<file path="src/rtl/seq_mult_if.sv">
// Operand/result bundle between a requester and seq_mult.
// master drives go/left/right; slave (the multiplier) drives ready/done/out.
interface seq_mult_if #(
  parameter int WIDTH = 32
);
  logic             go;
  logic [WIDTH-1:0] left;
  logic [WIDTH-1:0] right;
  logic             ready;
  logic             done;
  logic [WIDTH-1:0] out;

  modport master (output go, left, right, input ready, done, out);
  modport slave  (input go, left, right, output ready, done, out);
endinterface

</file>
<file path="src/rtl/seq_mult.sv">
// Iterative shift-add multiplier: low WIDTH bits of left*right, one bit per cycle.
// Optional macro SEQ_MULT_EARLY_EXIT_EN: finish as soon as the remaining multiplier bits are zero.
module seq_mult #(
  parameter int WIDTH = 32
) (
  input  logic      clk,
  input  logic      reset,
  seq_mult_if.slave bus
);
  localparam int CW = $clog2(WIDTH) + 1;

  typedef enum logic [1:0] {IDLE, BUSY, DONE} state_t;

  state_t           state, state_n;
  logic [WIDTH-1:0] mcand, mplier, acc, acc_n, out_q;
  logic [CW-1:0]    count;
  logic             last;

  always_comb begin
    acc_n = acc + (mplier[0] ? mcand : '0);
    last  = (count == CW'(WIDTH - 1));
`ifdef SEQ_MULT_EARLY_EXIT_EN
    // Nothing left to add once the shifted multiplier is empty.
    last  = last || ((mplier >> 1) == '0);
`endif
    state_n = state;
    case (state)
      IDLE, DONE: state_n = bus.go ? BUSY : IDLE;
      BUSY:       if (last) state_n = DONE;
      default:    state_n = IDLE;
    endcase
  end

  always_ff @(posedge clk) begin
    if (reset) begin
      state  <= IDLE;
      mcand  <= '0;
      mplier <= '0;
      acc    <= '0;
      count  <= '0;
      out_q  <= '0;
    end else begin
      state <= state_n;
      case (state)
        IDLE, DONE: begin
          if (bus.go) begin
            mcand  <= bus.left;
            mplier <= bus.right;
            acc    <= '0;
            count  <= '0;
          end
        end
        BUSY: begin
          acc    <= acc_n;
          mcand  <= mcand << 1;
          mplier <= mplier >> 1;
          count  <= count + 1'b1;
          // out only moves on the BUSY->DONE transition, so it holds between products.
          if (last) out_q <= acc_n;
        end
        default: ;
      endcase
    end
  end

  assign bus.ready = (state != BUSY);
  assign bus.done  = (state == DONE);
  assign bus.out   = out_q;
endmodule

</file>
<file path="src/flat_wrapper.sv">
// flat-port wrapper written by rule: the top's interface ports become plain ports
module seq_mult_flat 
#(
  parameter int WIDTH = 32
)
  (clk, reset, bus_go, bus_left, bus_right, bus_ready, bus_done, bus_out);
  seq_mult_if #(.WIDTH(WIDTH)) bus_i ();
  input  logic clk;
  input  logic reset;
  input wire logic [$bits(bus_i.go)-1:0] bus_go;
  input wire logic [$bits(bus_i.left)-1:0] bus_left;
  input wire logic [$bits(bus_i.right)-1:0] bus_right;
  output wire logic [$bits(bus_i.ready)-1:0] bus_ready;
  output wire logic [$bits(bus_i.done)-1:0] bus_done;
  output wire logic [$bits(bus_i.out)-1:0] bus_out;
  assign bus_i.go = bus_go;
  assign bus_i.left = bus_left;
  assign bus_i.right = bus_right;
  assign bus_ready = bus_i.ready;
  assign bus_done = bus_i.done;
  assign bus_out = bus_i.out;
  seq_mult #(.WIDTH(WIDTH)) u_core (.clk(clk), .reset(reset), .bus(bus_i));
endmodule
</file>
<file path="config.mk">
export PLATFORM = sky130hd
export DESIGN_NAME = seq_mult_flat
export DESIGN_NICKNAME = d
export VERILOG_FILES = /design/src/rtl/seq_mult_if.sv /design/src/rtl/seq_mult.sv /design/src/flat_wrapper.sv
export SDC_FILE = /design/constraint.sdc
export NUM_CORES = 1
export LEC_CHECK = 0
export CAP_MARGIN = 10
export CORE_UTILIZATION = 30
export DETAILED_ROUTE_END_ITERATION = 16
export GPL_ROUTABILITY_DRIVEN = 1
export SYNTH_ARGS = -nofsm -noshare
export SYNTH_HDL_FRONTEND = slang
export SYNTH_SLANG_ARGS = --single-unit
</file>
<file path="constraint.sdc">
create_clock -name clk -period 4 [get_ports clk]
set_input_delay 0.4 -clock clk [delete_from_list [all_inputs] [get_ports clk]]
set_output_delay 0.4 -clock clk [all_outputs]
set_load 0.03 [all_outputs]
</file>
== After elaboration in Yosys (flattened, before gate mapping) ==
Index checks and enable logic that the tools add are counted.
Operators by class
  equal/unequal tests: 6
  add/subtract/negate cells: 2
  reductions and logical operators: 5
  multiplexer cells: 12
Operators by type and width (count)
  $pmux 32 s2: 3
  $mux 32: 4
  $add 32x32->32: 1
  $pmux 6 s2: 1
  $add 6x1->6 const B: 1
  $eq 6x5->1 const B: 1
  $mux 6: 1
  $ne 2x1->1 const B: 2
  $pmux 2 s2: 1
  $reduce_and 2->1: 2
  $eq 2x1->1 const B: 1
  $eq 2x2->1 const B: 1
  $logic_not 2->1: 1
  $mux 2: 1
  $ne 2x2->1 const B: 1
  $reduce_bool 2->1: 1
  $reduce_or 2->1: 1
  $mux 1: 1
Storage, ports and cells
  input bits: 67
  word-level logic and storage cells: 31
  bits in registers: 136
  output and inout port bits: 34

== Depth between registers and ports, before layout ==
  depth after elaboration: 4
  mapped depth: 13
  gate-level depth less buffers: 12

== Worst setup path before layout ==
OpenSTA, ideal clock, no wires.
  path type: reg2reg
  from: reg u_core.mplier[0]
  to: reg u_core.acc[30]
  arrival time: 2559 ps
  path buffers: 1
  period minus slack after synthesis: 2676 ps
  setup time: 117 ps
  cell stages (with the launch flop): 14
  data required time: 3883 ps
  slack: 1324 ps
  path through: dfxtp_1 -> clkbuf_1 -> and2_1 -> ha_1 -> inv_1 -> fa_1 -> nor2b_1 -> o2111ai_1 -> a21oi_1 -> o31ai_1 -> and3b_4 -> o21ai_2 -> xor2_1 -> a22o_1
Between the ends
  longest elaborated chain between the ends: 3
RTL lines
  from (decl): line seq_mult.sv:15  | logic [WIDTH-1:0] mcand, mplier, acc, acc_n, out_q;
  from (signal assigned): line seq_mult.sv:48  | mplier <= bus.right;
  from (signal assigned): line seq_mult.sv:56  | mplier <= mplier >> 1;
  $mux 32: line seq_mult.sv:20  | acc_n = acc + (mplier[0] ? mcand : '0);
  $add 32x32->32: line seq_mult.sv:20
  $pmux 32 s2: line seq_mult.sv:44  | case (state)
  to (signal assigned): line seq_mult.sv:54  | acc <= acc_n;
  to (decl): line seq_mult.sv:15
Every way passes these cells.
A chain may end at the register's enable or synchronous reset.

== Final worst setup path ==
Ends and elaborated chain as after synthesis.

==> flow_metrics.env <==
export IMPL_yosys_area_top_type_share=0.396
export IMPL_place_hpwl_um=13200
export IMPL_hold_viol=0
export IMPL_pwr_share_clk=0.516
export IMPL_cellLeakagePower_uw=0.00328
export IMPL_cts_tree="built"
export IMPL_antenna_left=0
export IMPL_rows=55
export IMPL_relSlewSlack=0.419
export IMPL_fmax_ghz=0.305
export IMPL_grt_use_total=0.165
export IMPL_period_needed_ps=3280
export IMPL_cp_required_ps=4320
export IMPL_ctsHtreeMaxLevel=4
export IMPL_clock_skew_ps=10.9
export IMPL_dieArea_sq_um=23500
export IMPL_powerDensity_nw_per_um2=408
export IMPL_die_y_um=153
export IMPL_end_kind="register"
export IMPL_drcViolationCount=0
export IMPL_clk_path_buf_depth=2
export IMPL_synth_cells=845
export IMPL_ioPinCount=101
export IMPL_synth_commonest_cells="nand2_1 (137), dfxtp_1 (136), a21oi_1 (126)"
export IMPL_power_frac_seq=0.401
export IMPL_ir_drop_mv=0.305
export IMPL_synthTopCellsByArea="dfxtp_1 (40%), a21oi_1 (9.2%), a22oi_1 (8.0%)"
export IMPL_first_pass_iters=5
export IMPL_syn_num_nets=945
export IMPL_drv_slew=0
export IMPL_grt_pass1_wl_um=31400
export IMPL_synth_top_area_cell="dfxtp_1"
export IMPL_nNetsFinal=1018
export IMPL_tns_ps=0
export IMPL_areaGrowthSynthToFinish_pct=28.0
export IMPL_drtIter0Drc=473
export IMPL_seq_area_frac_synth=0.396
export IMPL_finalSetupViolCount=0
export IMPL_critPathLaunchType="register"
export IMPL_post_cts_setup_buffer_count=0
export IMPL_cts_root_buf="clkbuf_16"
export IMPL_swShare=0.229
export IMPL_portBuffers=100
export IMPL_ctsHoldBuffers=0
export IMPL_synth_most_common_cell="nand2_1"
export IMPL_ys_types=55
export IMPL_antenna_found_initial=0
export IMPL_grt_max_degree=84
export IMPL_combPwrFrac=0.083
export IMPL_wl_per_cell_um=15.6
export IMPL_ys_ff_latch=136
export IMPL_start_util=0.305
export IMPL_yosys_warnings=0
export IMPL_gp_congestion=0.892
export IMPL_p_int_uw=2770
export IMPL_coreArea_sq_um=22600
export IMPL_hold_path_class="reg2reg"
export IMPL_overflow=0
export IMPL_rsz0062_at_grt="no"
export IMPL_syn_avg_cell_area_sq_um=8.14
export IMPL_clkSinkCount=136
export IMPL_worstPathArrival_ps=3600
export IMPL_async_flop_share=0
export IMPL_synth_cell_area_sq_um=6880
export IMPL_viasPerCell=5.18
export IMPL_clock_latency_ps=430
export IMPL_post_cts_resize_count=0
export IMPL_drive_above_1_share=0.0698
export IMPL_fin_crit_sh=0.819
export IMPL_tightest_slew_ps=872
export IMPL_cp_max_fo=18
export IMPL_grt_pass1_vias=6048
export IMPL_critPathKind="reg2reg"
export IMPL_synth_edf_count=0
export IMPL_wl_um=19000
export IMPL_clk_pin_slew_ps=60
export IMPL_maxCapViolCount=0
export IMPL_die_w_um=153
export IMPL_ys_flop_type="dfxtp_1"
export IMPL_cts_buffers=17
export IMPL_p_sw_uw=824
export IMPL_antennaDiodeCount=0
export IMPL_dr_total_vias=6300
export IMPL_outcome="finished, final reports clean"
export IMPL_holdWs_ps=453
flip-flops by register name, indices dropped and copies added (netlist names):
name,count
u_core.mcand,32
u_core.acc,32
u_core.bus.out,32
u_core.count,6
u_core.mplier,32
u_core.state,2
metrics by stage:
stage	std cells	setup slack (ps)	power, uW	cell area, sq um	util
2_1_floorplan	845	1320	1640	6880	-
3_3_place_gp	1184	872	1770	8110	0.359
3_5_place_dp	1184	731	1770	8110	0.359
4_1_cts	1216	730	3630	8810	0.390
5_1_grt	1216	468	3730	8810	0.390
6_report	1216	725	3600	8810	0.390
layer usage:
| metal | vias up | part of all wire | global-route usage |
|---|---|---|---|
| met5 | - | 0 | 0 |
| met4 | 0 | 0.017 | 0.0476 |
| met3 | 24 | 0.049 | 0.0482 |
| met2 | 128 | 0.47 | 0.274 |
| met1 | 2972 | 0.46 | 0.208 |
| li1 | 3176 | - | - |
worst paths after layout:
path	from	endpoint	slack, ps	depth (start not counted)
max	u_core.mplier[0]	u_core.acc[30]	720	13
min reg2reg	u_core.bus.out[17]	u_core.bus.out[17]	450	2
max reg2reg	u_core.mplier[0]	u_core.acc[30]	720	13
min	u_core.bus.out[17]	u_core.bus.out[17]	450	2
power groups by stage:
stage	logic, uW	clock network (uW)	registers (uW)
after floorplan	181	0	1460
after global placement	300	0	1470
after detailed placement	302	0	1470
after CTS	302	1880	1440
after global routing	333	1940	1450
final	300	1850	1440
cells by family after synthesis:
logic type | after synthesis | synth area share
AOI/OAI and AO/OA | 308 | 0.292
muxes | 1 | 0.00146
buffers and inverters | 66 | 0.0369
adders and majority gates | 33 | 0.0611
xor gates and xnor gates | 29 | 0.0369
and+or+nand+nor | 272 | 0.176
DFF | 136 | 0.396
layout make-up:
class	count	area, sq um
fill	2295	13800
multi-input combinational	643	3920
sequential	136	2720
timing repair buffer	110	1070
clock buffer	21	480
tap	285	357
clock inverter	11	215
inverter	10	37.5
cell usage in the layout, fill, tap and decap left out, drive strengths merged, types with 24 or more instances in the layout:
cell	instances
nand2	137
dfxtp	136
a21oi	128
clkdlybuf4s50	99
a22oi	73
nor2	60
ha	32
and2	31
o21ai	27
a22o	24
worst max-delay path, stage by stage, from the launching register on:
cell	delay, ps
dfxtp_1	640
buf_4	290
and2_1	150
ha_1	180
inv_1	60
fa_1	410
nor2b_1	170
o2111ai_1	190
a21oi_1	240
o31ai_1	130
and3b_4	240
o21ai_2	140
xor2_1	90
a22o_1	230
(Power assumes the default switching activity.)
